===== src/rtl/pipelined_ks_adder.sv =====
// Pipelined Kogge-Stone adder/subtractor with valid/ready handshake.
// Latency is LAT = $clog2(WIDTH) + 2 cycles. One beat per cycle while out_ready=1.
// The whole pipeline advances or stalls together; a stalled result is held stable.
// Ports:
//   clk, rst_n          - rising-edge clock, asynchronous active-low reset
//   in_valid, in_ready  - input handshake (in_ready is combinational)
//   a, b, cin, sub      - operands, carry-in (add only), 0=add / 1=subtract
//   out_valid, out_ready- output handshake
//   sum, cout, ovf      - result, carry-out (no-borrow in sub), signed overflow
module pipelined_ks_adder #(
  parameter int unsigned WIDTH = 16
) (
  input  logic             clk,
  input  logic             rst_n,
  input  logic             in_valid,
  output logic             in_ready,
  input  logic [WIDTH-1:0] a,
  input  logic [WIDTH-1:0] b,
  input  logic             cin,
  input  logic             sub,
  output logic             out_valid,
  input  logic             out_ready,
  output logic [WIDTH-1:0] sum,
  output logic             cout,
  output logic             ovf
);

  localparam int unsigned LEVELS = $clog2(WIDTH);

  // Stage k (0..LEVELS) registers: group generate/propagate, original p,
  // effective carry-in and the MSB of a (needed for the overflow rule).
  logic [WIDTH-1:0] g_q  [LEVELS+1];
  logic [WIDTH-1:0] p_q  [LEVELS+1];
  logic [WIDTH-1:0] pz_q [LEVELS+1];
  logic [LEVELS:0]  ci_q;
  logic [LEVELS:0]  am_q;
  logic [LEVELS:0]  vld;

  logic [WIDTH-1:0] g_n [LEVELS+1];
  logic [WIDTH-1:0] p_n [LEVELS+1];
  logic [WIDTH-1:0] b_eff;
  logic             c_eff;
  logic             advance;

  logic [WIDTH-1:0] carry;
  logic [WIDTH-1:0] sum_n;
  logic             cout_n;
  logic             ovf_n;

  assign advance  = !out_valid || out_ready;
  assign in_ready = advance;

  // Operand conditioning: subtract is a + ~b + 1, so cin is forced to 1.
  assign b_eff = sub ? ~b : b;
  assign c_eff = sub | cin;

  // Bitwise g/p for stage 0, then one Kogge-Stone level per later stage.
  // Nodes below the span pass through unchanged (covers non power-of-two widths).
  always_comb begin
    g_n[0] = a & b_eff;
    p_n[0] = a ^ b_eff;
    for (int unsigned k = 1; k <= LEVELS; k++) begin
      int unsigned span;
      span   = 32'd1 << (k - 1);
      g_n[k] = g_q[k-1];
      p_n[k] = p_q[k-1];
      for (int unsigned i = span; i < WIDTH; i++) begin
        g_n[k][i] = g_q[k-1][i] | (p_q[k-1][i] & g_q[k-1][i-span]);
        p_n[k][i] = p_q[k-1][i] & p_q[k-1][i-span];
      end
    end
  end

  // Carry into bit i is the prefix (G,P) over bits i-1..0 applied to carry-in.
  always_comb begin
    carry  = {g_q[LEVELS][WIDTH-2:0] |
              (p_q[LEVELS][WIDTH-2:0] & {(WIDTH-1){ci_q[LEVELS]}}),
              ci_q[LEVELS]};
    sum_n  = pz_q[LEVELS] ^ carry;
    cout_n = g_q[LEVELS][WIDTH-1] | (p_q[LEVELS][WIDTH-1] & ci_q[LEVELS]);
    // Operand MSBs are equal exactly when the original p MSB is 0.
    ovf_n  = !pz_q[LEVELS][WIDTH-1] && (sum_n[WIDTH-1] != am_q[LEVELS]);
  end

  // Datapath registers: contents are don't-care while their stage is invalid.
  always_ff @(posedge clk) begin
    if (advance) begin
      for (int unsigned k = 0; k <= LEVELS; k++) begin
        g_q[k] <= g_n[k];
        p_q[k] <= p_n[k];
      end
      pz_q[0] <= p_n[0];
      for (int unsigned k = 1; k <= LEVELS; k++) begin
        pz_q[k] <= pz_q[k-1];
      end
      ci_q <= {ci_q[LEVELS-1:0], c_eff};
      am_q <= {am_q[LEVELS-1:0], a[WIDTH-1]};
    end
  end

  // Valid chain and output stage; bubbles shift through like beats.
  always_ff @(posedge clk or negedge rst_n) begin
    if (!rst_n) begin
      vld       <= '0;
      out_valid <= 1'b0;
      sum       <= '0;
      cout      <= 1'b0;
      ovf       <= 1'b0;
    end else if (advance) begin
      vld       <= {vld[LEVELS-1:0], in_valid};
      out_valid <= vld[LEVELS];
      sum       <= vld[LEVELS] ? sum_n : '0;
      cout      <= vld[LEVELS] & cout_n;
      ovf       <= vld[LEVELS] & ovf_n;
    end
  end

endmodule


===== config.mk =====
export PLATFORM = sky130hd
export DESIGN_NAME = pipelined_ks_adder
export DESIGN_NICKNAME = d
export VERILOG_FILES = /design/src/rtl/pipelined_ks_adder.sv
export SDC_FILE = /design/constraint.sdc
export NUM_CORES = 1
export LEC_CHECK = 0
export ABC_AREA = 1
export ABC_CLOCK_PERIOD_IN_PS = 3200
export CELL_PAD_IN_SITES_DETAIL_PLACEMENT = 2
export CELL_PAD_IN_SITES_GLOBAL_PLACEMENT = 2
export CORE_ASPECT_RATIO = 1.75
export CORE_MARGIN = 1
export CORE_UTILIZATION = 44
export CTS_BUF_LIST = sky130_fd_sc_hd__clkbuf_4 sky130_fd_sc_hd__clkbuf_8
export CTS_CLUSTER_SIZE = 14
export DETAILED_ROUTE_END_ITERATION = 12
export HOLD_SLACK_MARGIN = 0.06
export PLACE_DENSITY = 0.83
export SYNTH_ARGS = -nofsm -noshare
export SYNTH_HDL_FRONTEND = slang
export SYNTH_SLANG_ARGS = --single-unit

===== constraint.sdc =====
create_clock -name clk -period 3.2 [get_ports clk]
set_input_delay 0.32 -clock clk [delete_from_list [all_inputs] [get_ports clk]]
set_output_delay 0.32 -clock clk [all_outputs]
set_load 0.005 [all_outputs]

==> flow_summary.yaml <==
outcome:
  outcome: "finished clean"
setup_path:
  setup.worst_path.class: "register to output port"
  worstReg2RegStart: "out_valid"
  critPathLaunch: "out_valid"
  end_kind: "output port"
  r2r-end: "p_q[0][49]"
  reg2reg_depth: 2
  ff2ff_setup_slack_ns: 1.45
  crit_end: "in_ready"
  start_kind: "register"
  critPathMaxFanout: 17
  critPathRequiredTime_ns: 2.88
  worstPathArrival_ns: 1.81
yosys:
  yosysWarnings: 0
  netlist_area_sq_mm: 0.00944
  synth_cell_type_count: 19
  synth_nets: 700
  syn-instance-count: 645
  seq_area_frac_synth_pct: 79.5
  avgSynthCellArea_sq_um: 14.6
  synth-seq-cells: 254
floorplanning:
  die-area_sq_mm: 0.0221
  core_sq_mm: 0.0209
  die_w_microns: 113
  dieHeight_microns: 196
  initial_utilization_pct: 45.1
  rows: 70
  io_pins: 58
clock_network:
  tritoncts: "built"
  cts.sinks: 254
  insertion_delay_ns: 0.54
  cts_resized: 0
  ctsHtreeMaxLevel: 2
  cts_buffers: 39
  postCtsSetupBuffers: 0
  clkSlewWorstSetupHoldPaths_ns: 0.06
  clock-root-buffer: "clkbuf_8"
  cts_hold_buf: 0
  clockBufferDepth: 3
power_and_ir_drop:
  leakage_nw: 4.87
  power.internal_mw: 7.42
  powerDensity_mw_per_mm2: 956
  seq_power_share_pct: 59.9
  netSwitchingFraction_pct: 29.7
  combPwrFrac_pct: 16.1
  power_frac_clock_pct: 24.0
  power_switching_mw: 3.13
  ir_worst_vdd_v: 0.000400
routing:
  wl_per_cell_microns: 20.5
  drt_iter0_markers: 257
  wl_mm: 20.8
  final_antenna_net_count: 0
  drc: 0
  vias_per_cell: 4.98
  vias: 5065
  first_pass_iters: 4
final_layout:
  nets: 795
  final_cells: 1018
  num_antenna_cells: 0
  syn_to_final_growth_pct: 16.9
  fillerInstances: 1907
  layout_common_cells: "edfxtp_1, nand2_1, inv_1, clkdlybuf4s50_1, clkbuf_8"
  drive_gt1_share_pct: 8.75
  layout_commonest_cell: "edfxtp_1"
  multi_input_area_sq_mm: 0.00152
  ff_latch_area_sq_mm: 0.00751
timing:
  rsz0062_at_grt: "false"
  hold_viol: 0
  slew_violations: 0
  finalClockSkew_ns: 0.0299
  period_share_pct: 66.7
  maxSlewHeadroom_pct: 33.0
  tns_ns: 0
  tightest_slew_ns: 1.00
  fmax_ghz: 0.469
  finalSetupViolCount: 0
  period_needed_ns: 2.13
grt:
  grt_pass1_wl_mm: 32.4
  grt_util_all_layers_pct: 19.8
  antenna_found_initial: 0
  overflow: 0
  grt_max_degree: 134
  first_global_vias: 5920
place:
  place_congestion: 0.748
  dpl.cell_count: 951
  post-dp-hpwl_mm: 14.4
  portBuffers: 57
job:
  cap_viol_max_count: 0
min_path:
  worstHoldPathType: "input pin to async pin"
-- how the worst min path moves through the flow --
stage	endpoint	slack [ns]	cells after the start
2_1_floorplan	cout	0.02	0
3_3_place_gp	am_q[2]	0.40	0
3_5_place_dp	pz_q[0][66]	0.41	0
4_1_cts	vld[3]	0.13	2
5_1_grt	vld[3]	0.15	2
6_report	vld[0]	0.16	2
-- power groups by stage --
stage               logic [mW]  registers [mW]  clock network (mW)
floorplan                 1.07            5.96                   0
global placement          1.48            6.15                   0
detailed placement        1.73            6.38                   0
CTS                       1.75            6.36                2.64
global route              1.89            6.47                2.73
finish                    1.70            6.31                2.53
-- logic make-up (layout without fill, tap and decap cells) --
logic type,Yosys count,in the layout,synth area share [%]
xor gates and xnor gates,16,16,1.48
buffers and inverters,102,223,4.49
and+or+nand+nor,224,224,9.78
DFF,254,254,79.5
adders and majority gates,17,17,2.25
AOI/OAI and AO/OA,32,32,2.47
-- per-stage QoR --
stage | hold WS [ns] | cell area, sq um | setup slack (ns) | utilization (%) | power [mW]
final | 0.158 | 11000 | 1.07 | 52.7 | 10.5
after global routing | 0.152 | 11000 | 1.00 | 52.7 | 11.1
after CTS | 0.129 | 11000 | 1.02 | 52.7 | 10.7
after detailed placement | 0.406 | 10300 | 0.879 | 49.3 | 8.11
after global placement | 0.404 | 10300 | 1.00 | 49.3 | 7.62
after floorplan | 0.0244 | 9440 | 0.509 | - | 7.03
-- flip-flops by register name, indices dropped and copies added (netlist names), 5 cells and up --
name and count:
g_q 80, pz_q 80, p_q 60, sum 16, am_q 5, ci_q 5, vld 5
-- synthesized netlist by cell type --
| cell type | number | share of area [%] |
|---|---|---|
| edfxtp_1 | 230 | 73 |
| o21ai_2 | 1 | 0.093 |
| ha_1 | 17 | 2.3 |
| nand3_1 | 16 | 0.85 |
| dfrtp_1 | 24 | 6.4 |
| nor2_1 | 2 | 0.080 |
| xor2_1 | 16 | 1.5 |
| o21ai_0 | 6 | 0.32 |
| nand2_1 | 190 | 7.6 |
| a21oi_4 | 1 | 0.17 |
| nand2_4 | 1 | 0.12 |
| inv_2 | 1 | 0.040 |
| buf_6 | 5 | 0.60 |
| buf_4 | 1 | 0.080 |
| or2_2 | 1 | 0.066 |
| a21oi_1 | 1 | 0.053 |
| nand3b_1 | 14 | 1.1 |
| a21o_1 | 23 | 1.8 |
| inv_1 | 95 | 3.8 |
-- layer usage --
layer	share of wire, %	vias up	track usage [%]
met2	57	100	38.1
li1	-	2365	-
met1	37	2558	20.8
met3	3.3	42	3.58
met4	2.8	0	8.25
met5	0	-	0
-- worst max-delay path, cell delays in order, from the launching register on --
cell	delay [ns]
dfrtp_1	0.48
nand2_8	0.23
clkdlybuf4s50_1	0.55
-- cell type report --
type	count	area share, %
clock buffers	55	5.95
flip-flops and latches	254	68.0
multi-input cells	289	13.8
clock inverters	12	0.522
well taps	252	2.86
inverters	96	3.27
repair buffers	60	5.60
Power figures use the tool's default switching activity.
